### src/rtl/cu_pkg.sv
// Shared types and encodings for the multicycle control unit.
package cu_pkg;

  typedef enum logic [2:0] {
    FETCH  = 3'd0,
    DECODE = 3'd1,
    EXEC   = 3'd2,
    MEM    = 3'd3,
    WB     = 3'd4,
    TRAP   = 3'd5
  } state_t;

  localparam logic [4:0] OP_APUT = 5'b00000;
  localparam logic [4:0] OP_SPUT = 5'b00001;
  localparam logic [4:0] OP_SPEK = 5'b00100;
  localparam logic [4:0] OP_SPOP = 5'b00101;
  localparam logic [4:0] OP_RPOP = 5'b00110;

  localparam logic [2:0] MEMSRC_PC  = 3'b000;
  localparam logic [2:0] MEMSRC_SP  = 3'b100;
  localparam logic [2:0] MEMSRC_SP1 = 3'b101;

  localparam logic [1:0] MARYSRC_MEM = 2'b00;
  localparam logic [1:0] MARYSRC_IMM = 2'b11;

  localparam logic [1:0] SPSRC_DEC = 2'b01;
  localparam logic [1:0] SPSRC_INC = 2'b10;

  localparam logic SHELLEYSRC_MARY = 1'b1;
  localparam logic RASRC_MEM       = 1'b0;

endpackage

### src/rtl/cu_wait_timer.sv
// Memory-wait timeout counter; expired flags the last allowed idle cycle.
module cu_wait_timer #(
  parameter int WAIT_LIMIT = 15,
  parameter int CW         = 4
) (
  input  logic CLK,
  input  logic clear,
  input  logic count,
  output logic expired
);

  logic [CW-1:0] cnt;

  // Saturate so a disabled timeout never wraps into a spurious match.
  always_ff @(posedge CLK) begin
    if (clear)
      cnt <= '0;
    else if (count && (cnt != '1))
      cnt <= cnt + CW'(1);
  end

  assign expired = (WAIT_LIMIT != 0) && count && (cnt == CW'(WAIT_LIMIT - 1));

endmodule

### src/rtl/multicycle_control_unit.sv
// Multicycle sequencer for a small stack machine: fetch, decode, execute,
// memory access and write-back, with an illegal-opcode / timeout trap.
module multicycle_control_unit
  import cu_pkg::*;
#(
  parameter int OPW        = 5,
  parameter int WAIT_LIMIT = 15,
  parameter int CW         = 4
) (
  input  logic           CLK,
  input  logic           RESET,
  input  logic [OPW-1:0] OPCODE,
  input  logic           flagbit,
  input  logic           MemReady,
  output logic           MemRead,
  output logic           MemWrite,
  output logic [2:0]     MemSrc,
  output logic           IRWrite,
  output logic           PCWrite,
  output logic           MaryWrite,
  output logic [1:0]     MarySrc,
  output logic           ShelleyWrite,
  output logic           ShelleySrc,
  output logic           SPWrite,
  output logic [1:0]     SPSrc,
  output logic           RAWrite,
  output logic           RASrc,
  output logic           Busy,
  output logic           Fault
);

  // state  | meaning
  // FETCH  | read instruction at PC, load IR and bump PC on MemReady
  // DECODE | latch opcode/flag, dispatch or trap on illegal opcode
  // EXEC   | register-only instruction (APUT), single cycle
  // MEM    | stack memory access, held until MemReady
  // WB     | single-cycle register write-back
  // TRAP   | fault, all strobes low until RESET

  state_t         state, state_next;
  logic [OPW-1:0] op_q;
  logic           flag_q;
  logic           timer_clear, timer_count, timer_expired;
  logic           dec_aput, dec_mem;

  assign dec_aput = (OPCODE == OPW'(OP_APUT));
  assign dec_mem  = (OPCODE == OPW'(OP_SPUT)) || (OPCODE == OPW'(OP_SPEK)) ||
                    (OPCODE == OPW'(OP_SPOP)) || (OPCODE == OPW'(OP_RPOP));

  always_ff @(posedge CLK) begin
    if (RESET) begin
      state  <= FETCH;
      op_q   <= '0;
      flag_q <= 1'b0;
    end else begin
      state <= state_next;
      if (state == DECODE) begin
        op_q   <= OPCODE;
        flag_q <= flagbit;
      end
    end
  end

  assign timer_count = ((state == FETCH) || (state == MEM)) && !MemReady;
  assign timer_clear = RESET ||
                       ((state_next != state) && ((state_next == FETCH) || (state_next == MEM)));

  cu_wait_timer #(
    .WAIT_LIMIT(WAIT_LIMIT),
    .CW        (CW)
  ) u_wait_timer (
    .CLK    (CLK),
    .clear  (timer_clear),
    .count  (timer_count),
    .expired(timer_expired)
  );

  always_comb begin
    state_next   = state;
    MemRead      = 1'b0;
    MemWrite     = 1'b0;
    MemSrc       = MEMSRC_PC;
    IRWrite      = 1'b0;
    PCWrite      = 1'b0;
    MaryWrite    = 1'b0;
    MarySrc      = MARYSRC_MEM;
    ShelleyWrite = 1'b0;
    ShelleySrc   = 1'b0;
    SPWrite      = 1'b0;
    SPSrc        = 2'b00;
    RAWrite      = 1'b0;
    RASrc        = RASRC_MEM;

    case (state)
      FETCH: begin
        MemRead = 1'b1;
        MemSrc  = MEMSRC_PC;
        if (MemReady) begin
          IRWrite    = 1'b1;
          PCWrite    = 1'b1;
          state_next = DECODE;
        end else if (timer_expired) begin
          state_next = TRAP;
        end
      end
      DECODE: begin
        if (dec_aput)
          state_next = EXEC;
        else if (dec_mem)
          state_next = MEM;
        else
          state_next = TRAP;
      end
      EXEC: begin
        if (!flag_q) begin
          MaryWrite = 1'b1;
          MarySrc   = MARYSRC_IMM;
        end else begin
          ShelleyWrite = 1'b1;
          ShelleySrc   = SHELLEYSRC_MARY;
        end
        state_next = FETCH;
      end
      MEM: begin
        if (op_q == OPW'(OP_SPUT)) begin
          MemWrite = 1'b1;
          MemSrc   = MEMSRC_SP;
        end else begin
          MemRead = 1'b1;
          MemSrc  = (op_q == OPW'(OP_SPEK)) ? MEMSRC_SP1 : MEMSRC_SP;
        end
        if (MemReady)
          state_next = WB;
        else if (timer_expired)
          state_next = TRAP;
      end
      WB: begin
        if (op_q == OPW'(OP_SPUT)) begin
          SPWrite = 1'b1;
          SPSrc   = SPSRC_DEC;
        end else if (op_q == OPW'(OP_SPEK)) begin
          MaryWrite = 1'b1;
          MarySrc   = MARYSRC_MEM;
        end else if (op_q == OPW'(OP_SPOP)) begin
          MaryWrite = 1'b1;
          MarySrc   = MARYSRC_MEM;
          SPWrite   = 1'b1;
          SPSrc     = SPSRC_INC;
        end else if (op_q == OPW'(OP_RPOP)) begin
          RAWrite = 1'b1;
          RASrc   = RASRC_MEM;
          SPWrite = 1'b1;
          SPSrc   = SPSRC_INC;
        end
        state_next = FETCH;
      end
      TRAP:    state_next = TRAP;
      default: state_next = FETCH;
    endcase

    // An instruction being reset is abandoned, so none of its strobes may escape.
    if (RESET) begin
      MemRead      = 1'b0;
      MemWrite     = 1'b0;
      IRWrite      = 1'b0;
      PCWrite      = 1'b0;
      MaryWrite    = 1'b0;
      ShelleyWrite = 1'b0;
      SPWrite      = 1'b0;
      RAWrite      = 1'b0;
    end
  end

  assign Busy  = (state != FETCH);
  assign Fault = (state == TRAP);

endmodule

### config.mk
export PLATFORM = sky130hd
export DESIGN_NAME = multicycle_control_unit
export DESIGN_NICKNAME = d
export VERILOG_FILES = /design/src/rtl/cu_pkg.sv /design/src/rtl/cu_wait_timer.sv /design/src/rtl/multicycle_control_unit.sv
export SDC_FILE = /design/constraint.sdc
export NUM_CORES = 1
export LEC_CHECK = 0
export BUFFER_PORTS_ARGS = -buffer_cell sky130_fd_sc_hd__buf_2
export CAP_MARGIN = 20
export CORE_UTILIZATION = 45
export DETAILED_ROUTE_END_ITERATION = 10
export PLACE_DENSITY = 0.75
export SYNTH_ARGS = -nofsm -noshare
export SYNTH_HDL_FRONTEND = slang
export SYNTH_HIERARCHICAL = 1
export SYNTH_SLANG_ARGS = --single-unit
### constraint.sdc
create_clock -name CLK -period 2.5 [get_ports CLK]
set_input_delay 0.5 -clock CLK [delete_from_list [all_inputs] [get_ports CLK]]
set_output_delay 0.5 -clock CLK [all_outputs]
set_load 0.01 [all_outputs]
==> results.txt, run 1 <==
----------------------------------------------------
[Detailed routing]
  Post-DR wirelength/cell ... 12.4 um
  Total via count in the routed design ... around 900
  Number of DRC markers after the initial detailed-route iteration ... 25
  Routed Wire Length ... just over 2 mm
  Detailed-route DRC error count ... 0
  Count of nets left with antenna violations after detail routing ... 0
  Number of iterations in the first detailed-routing pass ... 4
  Vias per inst ... roughly 5.4

[Global route]
  Antenna violations before repair ... 0
  Global router's overall resource usage ... roughly a fifth
  Number of global-route vias before repair ... 767
  First-pass GRT wire length ... 3.35 mm
  Pin count of the biggest net entering global routing ... 18
  Most Crowded Layer GR ... met2
  Met1 track demand over resource in global routing ... between 20% and 30%
  Met3 layer usage reported by global route ... ~3.5%
  Grt total ovfl ... 0
  Global routing usage on met2 ... around a third

[Yosys]
  Async SR Flop Fraction ... 0%
  FF+latch count, synth ... 13
  Syn. warnings ... 6
  Syn Std Cell Area ... 907 um^2
  Post-synth EDFFs ... 0
  Post-synthesis cell type count ... 39
  Gate count after technology mapping ... 111
  Avg Cell Area, Syn ... 8.17 um^2
  Commonest register cell after synthesis ... sky130_fd_sc_hd__dfxtp_1
  Fraction of the yosys area taken by sequential cells ... ~29%

[Clock network]
  Root Buffer Master ... sky130_fd_sc_hd__clkbuf_4
  Maximum level of the CTS H-tree ... 1
  Maximum buffer depth of the clock tree ... 2
  Clock tree from TritonCTS ... yes
  Number of buffers inserted by post-CTS setup repair ... 0
  Resized cells post-CTS ... 0
  Clk pin slew, worst setup/hold paths ... 0.08 ns
  Cts-stage hold buffer count ... 0
  Latest clock arrival within the worst-skew pair ... approximately 0.28 ns
  Number of buffers created by CTS ... 3
  Sink Count ... 13

[Timing]
  Max-slew violation count ... 0
  Shortest clock period the worst path allows after layout ... ~2.4 ns
  Unrepaired setup endpoints after global routing ... false
  Final setup fails ... 0
  Final Hold Viols ... 0
  Max Freq ... roughly 0.43 GHz
  Setup ws final ... 0.149 ns
  Worst hold-check slack ... roughly 0.45 ns
  Final sum of negative setup slack ... 0 ns
  Final worst clock skew ... around 0.0035 ns
  Share of the clock period used by the worst path after layout ... between 90% and 100%

[Worst hold path]
  Type of the tightest min-delay check ... primary input to flop

[Final layout]
  Layout cells sized above 1 ... 35.3%
  Final-stage net count ... approximately 150
  Number of antenna diodes ... 0
  Non-filler cells, final ... between 150 and 200
  Layout-stage area growth over the synthesis result ... 19.3%

[Power]
  Leakage power of the design ... approximately 0.46 nW
  Sequential group share of total power ... 46.5%
  Fraction of power consumed by combinational cells ... 27.7%
  Sw Share ... about a third
  IR Drop Worst-Case VDD ... between 0.3 and 0.4 mV
  Net load switching power ... approximately 170 uW
  Cell Pwr Density ... roughly 480 mW/mm^2
  Part of the power in the clock network ... about a quarter
  Internal power ... roughly 350 uW
  Total power after layout ... between 500 and 600 uW

[Worst setup path]
  Delay of the slowest critical-path stage ... ~0.50 ns
  Startpoint Class ... flop
  Worst-path cell with the longest stage delay ... sky130_fd_sc_hd__dfxtp_1
  Data arrival time of the critical path ... around 2.6 ns
  Crit end category ... flop
  WP data required ... about 2.7 ns
  Critical path type ... flop to flop
  Crit-path cells ... nor2_4 > nand2_1 > a21oi_1 > and4_2 > or2_4 > o2bb2ai_2 > or2_0 > a31oi_1 > a21oi_2 > a41o_2 > nor2_1
  Max FO, Critical Path ... 8

[Floorplan]
  Die H ... about 47 um
  Placeable core region ... about 0.0018 mm^2
  Floorplan die area ... between 0.002 and 0.0025 mm^2
  Starting density of the core ... between 50 and 60%
  Number of rows in the core area ... 15
  IO Count ... 28
  Die span in x ... 46.9 um

[Placed design]
  Worst slack at placement ... around 0.12 ns
  HPWL reported at the end of detailed placement ... 1.54 mm
  Input/output buffers ... 25
  Total instance count after detailed placement ... 160
  RD Place Congestion ... ~0.86

[Job]
  # Max-Cap Violations ... 0

[Status]
  Run status ... finished clean

----------------------------------------------------
flip-flops by register name (all words and copies together) (netlist names):
| name | flops |
|---|---|
| state | 3 |
| u_wait_timer/cnt | 4 |
| op_q | 5 |
| flag_q | 1 |
worst max-delay path, delay by kind of cell, from the launching register on:
| family | cells | cell delay [ns] |
|---|---|---|
| DFF | 1 | 0.50 |
| and+or+nand+nor | 6 | 0.98 |
| AOI/OAI and AO/OA | 5 | 0.82 |
power groups by stage:
stage | logic, mW | registers (mW) | clock network, mW
detailed placement | 0.141 | 0.245 | 0
floorplan | 0.108 | 0.238 | 0
global placement | 0.136 | 0.244 | 0
CTS | 0.142 | 0.240 | 0.136
finish | 0.143 | 0.240 | 0.134
global route | 0.159 | 0.243 | 0.147
final timing paths:
path	end	start	slack [ns]	cells past startpoint
min	flag_q$_SDFFE_PP0P_	flagbit	0.45	3
min reg2reg	op_q[3]$_SDFFE_PP0P_	op_q[3]$_SDFFE_PP0P_	0.50	2
max reg2reg	u_wait_timer/cnt[2]$_SDFFE_PP0P_	state[1]$_SDFF_PP0_	0.15	11
max	u_wait_timer/cnt[2]$_SDFFE_PP0P_	state[1]$_SDFF_PP0_	0.15	11
per-stage QoR:
stage	cell area, um^2	util, %
after floorplan	911	-
after global placement	1050	58.4
after detailed placement	1050	58.4
after CTS	1080	59.9
after global routing	1080	60.1
final	1080	60.1
kinds of logic (layout without fill, tap and decap cells):
group                      Yosys count  in the layout  synth area share (%)
adders and majority gates            2              2                  2.76
muxes                                6              6                  6.62
and+or+nand+nor                     56             56                  36.4
DFF                                 13             13                  28.7
other                                1              2                 0.413
buffers and inverters               13             40                  8.69
AOI/OAI and AO/OA                   20             20                  16.4
synthesized netlist by cell type, drive strengths merged (2+ instances only):
| cell | count | area [um^2] |
|---|---|---|
| ha | 2 | 25.0 |
| or2 | 2 | 15.0 |
| nand3 | 5 | 30.0 |
| nor2 | 20 | 90.1 |
| nand3b | 3 | 22.5 |
| nand4 | 2 | 12.5 |
| nor3 | 4 | 20.0 |
| buf | 6 | 52.6 |
| a21oi | 9 | 45.0 |
| clkbuf | 2 | 7.51 |
| nor4 | 3 | 31.3 |
| dfxtp | 13 | 260 |
| a211oi | 3 | 27.5 |
| inv | 5 | 18.8 |
| nand2 | 6 | 22.5 |
| mux2i | 6 | 60.1 |
| nand2b | 5 | 38.8 |
layout by cell type (no fill, tap or decap), types with 2 or more instances in the layout:
master                     synthesis  final
sky130_fd_sc_hd__clkbuf_4          0      3
sky130_fd_sc_hd__nor4_2            2      2
sky130_fd_sc_hd__buf_4             4      6
sky130_fd_sc_hd__nand3_1           4      4
sky130_fd_sc_hd__conb_1            1      2
sky130_fd_sc_hd__buf_2             0     25
sky130_fd_sc_hd__ha_1              2      2
sky130_fd_sc_hd__inv_1             5      5
sky130_fd_sc_hd__a211oi_1          2      2
sky130_fd_sc_hd__nand4_1           2      2
sky130_fd_sc_hd__nor2_4            2      2
sky130_fd_sc_hd__dfxtp_1          13     13
sky130_fd_sc_hd__a21oi_1           9      8
sky130_fd_sc_hd__nor3_1            4      4
sky130_fd_sc_hd__nand2b_1          4      4
sky130_fd_sc_hd__nor2_1           18     18
sky130_fd_sc_hd__mux2i_1           6      6
sky130_fd_sc_hd__nand3b_1          3      3
sky130_fd_sc_hd__nand2_1           6      6
area by class of cell:
type	instances	area [um^2]
clock buffer	4	26.3
multi-input combinational	86	576
fill	179	719
sequential	13	260
tap	25	31.3
timing repair buffer	31	170
inverter	5	18.8
routing by layer:
layer / routed length, um / up-vias
li1: - / 444
met1: 913 / 405
met2: 993 / 36
met3: 115 / 2
met4: 12 / 0
met5: 0 / -
(Power assumes the default switching activity.)
==> inputs of run 2 (changes only) <==
==> constraint.sdc (replaced) <==
create_clock -name CLK -period 2.5 [get_ports CLK]
set_input_delay 0.25 -clock CLK [delete_from_list [all_inputs] [get_ports CLK]]
set_output_delay 0.25 -clock CLK [all_outputs]
set_load 0.01 [all_outputs]
==> results.txt, run 2 (same netlist as run 1, synthesis figures left out) <==
----------------------------------------------------
[Floorplan]
  Placeable core region ... 0.00180 mm^2 (unchanged)
  Number of rows in the core area ... 15 (unchanged)
  IO Count ... 28 (unchanged)
  Starting density of the core ... 50.3% (unchanged)
  Die span in x ... 46.9 um (unchanged)
  Floorplan die area ... 0.00220 mm^2 (unchanged)
  Die H ... 46.9 um (unchanged)

[Clock network]
  Root Buffer Master ... sky130_fd_sc_hd__clkbuf_4 (unchanged)
  Sink Count ... 13 (unchanged)
  Clk pin slew, worst setup/hold paths ... 0.08 ns (about the same)
  Cts-stage hold buffer count ... 0 (unchanged)
  Number of buffers created by CTS ... 3 (unchanged)
  Maximum level of the CTS H-tree ... 1 (unchanged)
  Maximum buffer depth of the clock tree ... 2 (unchanged)
  Clock tree from TritonCTS ... yes (unchanged)
  Number of buffers inserted by post-CTS setup repair ... 0 (unchanged)
  Latest clock arrival within the worst-skew pair ... 0.27 ns (was 0.28 ns)

[Timing]
  Unrepaired setup endpoints after global routing ... false (unchanged)
  Shortest clock period the worst path allows after layout ... 2.35 ns (about the same)
  Max Freq ... 0.425 GHz (about the same)
  Worst hold-check slack ... 0.207 ns (was 0.453 ns)
  Share of the clock period used by the worst path after layout ... 94.2% (was 94.0%)
  Max-slew violation count ... 0 (unchanged)
  Final Hold Viols ... 0 (unchanged)
  Setup ws final ... 0.146 ns (was 0.149 ns)
  Final sum of negative setup slack ... 0 ns (unchanged)
  Final worst clock skew ... 0.00384 ns (was 0.00347 ns)
  Final setup fails ... 0 (unchanged)

[Power]
  Leakage power of the design ... 0.459 nW (was 0.458 nW)
  Cell Pwr Density ... 476 mW/mm^2 (was 478 mW/mm^2)
  Total power after layout ... 516 uW (was 517 uW)
  IR Drop Worst-Case VDD ... 0.308 mV (was 0.368 mV)

[Final layout]
  Layout cells sized above 1 ... 36.7% (was 35.3%)
  Layout-stage area growth over the synthesis result ... 19.6% (was 19.3%)
  Flip-flop and latch area ... 263 um^2 (was 260 um^2)
  Reg with most FFs ... op_q (unchanged)
  Number of antenna diodes ... 0 (unchanged)
  Most common library cell in the layout ignoring fill and taps ... sky130_fd_sc_hd__buf_2 (unchanged)
  Max FFs per register ... 5 (unchanged)
  Registers with the most flip-flops ... op_q x5, u_wait_timer/cnt x4, state x3 (unchanged)
  Area of the multi-input gates ... 576 um^2 (unchanged)
  Final-stage net count ... 151 (unchanged)
  Top library cells by usage in the layout, fill and taps aside ... sky130_fd_sc_hd__buf_2, sky130_fd_sc_hd__nor2_1, sky130_fd_sc_hd__dfxtp_1, sky130_fd_sc_hd__a21oi_1 (unchanged)
  Fill cell total of the finished layout ... 171 (was 179)
  Design Area, Final ... 0.00108 mm^2 (about the same)

[Global route]
  First-pass GRT wire length ... 3.42 mm (was 3.35 mm)
  Number of global-route vias before repair ... 794 (was 767)
  Antenna violations before repair ... 0 (unchanged)
  Grt total ovfl ... 0 (unchanged)
  Pin count of the biggest net entering global routing ... 18 (unchanged)
  Global router's overall resource usage ... 21.8% (was 21.4%)

[Placed design]
  Input/output buffers ... 25 (unchanged)
  Cell area after placement ... 0.00105 mm^2 (unchanged)
  RD Place Congestion ... 0.842 (was 0.859)
  HPWL reported at the end of detailed placement ... 1.56 mm (was 1.54 mm)
  Worst slack at placement ... 0.136 ns (was 0.120 ns)

[Status]
  Run status ... finished clean (unchanged)

[Detailed routing]
  Count of nets left with antenna violations after detail routing ... 0 (unchanged)
  Number of DRC markers after the initial detailed-route iteration ... 23 (was 25)
  Vias per inst ... 5.48 (was 5.41)
  Number of iterations in the first detailed-routing pass ... 5 (was 4)
  Total via count in the routed design ... 899 (was 887)
  Post-DR wirelength/cell ... 12.8 um (was 12.4 um)
  Detailed-route DRC error count ... 0 (unchanged)
  Routed Wire Length ... 2.10 mm (was 2.04 mm)

[Worst setup path]
  WP data required ... 2.66 ns (was 2.72 ns)
  Startpoint Class ... flop (unchanged)
  Crit end category ... flop (unchanged)
  Max FO, Critical Path ... 5 (was 8)
  Critical path type ... flop to flop (unchanged)
  Data arrival time of the critical path ... 2.52 ns (was 2.57 ns)

[Job]
  # Max-Cap Violations ... 0 (unchanged)

[Worst hold path]
  Type of the tightest min-delay check ... primary input to flop (unchanged)

----------------------------------------------------
-- run 2: per-layer routing --
| layer | share of wire (%) | vias up | track usage (%) | routed length [um] |
|---|---|---|---|---|
| li1 | - | 446 | - | - |
| met1 | 44 | 419 | 26.8 | 935 |
| met3 | 5.0 | 6 | 3.46 | 106 |
| met5 | 0 | - | 0 | 0 |
| met2 | 49 | 28 | 36.1 | 1030 |
| met4 | 1.4 | 0 | 12.6 | 29 |
-- run 2: power breakdown --
group	switching [mW]	internal, mW	leakage [nW]
clock	0.0702	0.0618	0.0150
sequential	0.0192	0.223	0.107
combinational	0.0778	0.0645	0.337
total	0.167	0.349	0.459
-- run 2: repair_timing --
action                                  4_1_cts  5_1_grt
hold endpoints to repair                      0        0
resized for setup                             0        3
endpoints found under the setup margin        0        3
-- run 2: layout make-up --
| type | instances | share of cell area, % |
|---|---|---|
| Inverter | 5 | 1.73 |
| Sequential cell | 13 | 24.2 |
| Clock buffer | 4 | 2.42 |
| Tap cell | 25 | 2.88 |
| Timing Repair Buffer | 31 | 15.7 |
| Multi-Input combinational cell | 86 | 53.1 |
-- run 2: worst paths after layout --
path	start	slack (ns)	end	depth (start not counted)
max reg2reg	u_wait_timer/cnt[0]$_SDFFE_PP0P_	0.15	u_wait_timer/cnt[0]$_SDFFE_PP0P_	11
max	u_wait_timer/cnt[0]$_SDFFE_PP0P_	0.15	u_wait_timer/cnt[0]$_SDFFE_PP0P_	11
min reg2reg	op_q[3]$_SDFFE_PP0P_	0.51	op_q[3]$_SDFFE_PP0P_	2
min	flagbit	0.21	flag_q$_SDFFE_PP0P_	3
-- run 2: critical path: stages (launching register included) --
cell and delay, ns:
sky130_fd_sc_hd__dfxtp_1 0.43, sky130_fd_sc_hd__inv_1 0.07, sky130_fd_sc_hd__ha_1 0.20, sky130_fd_sc_hd__and4_2 0.23, sky130_fd_sc_hd__or2_4 0.27, sky130_fd_sc_hd__o2bb2ai_2 0.13
sky130_fd_sc_hd__a32oi_1 0.20, sky130_fd_sc_hd__o2111ai_1 0.20, sky130_fd_sc_hd__a21oi_2 0.29, sky130_fd_sc_hd__nor2_1 0.07, sky130_fd_sc_hd__nand3_1 0.08, sky130_fd_sc_hd__o21ai_0 0.07
-- run 2: metrics by stage --
stage | util [%] | cells
global route | 60.2 | 164
finish | 60.2 | 164
detailed placement | 58.4 | 160
CTS | 59.9 | 164
floorplan | - | 112
global placement | 58.4 | 160
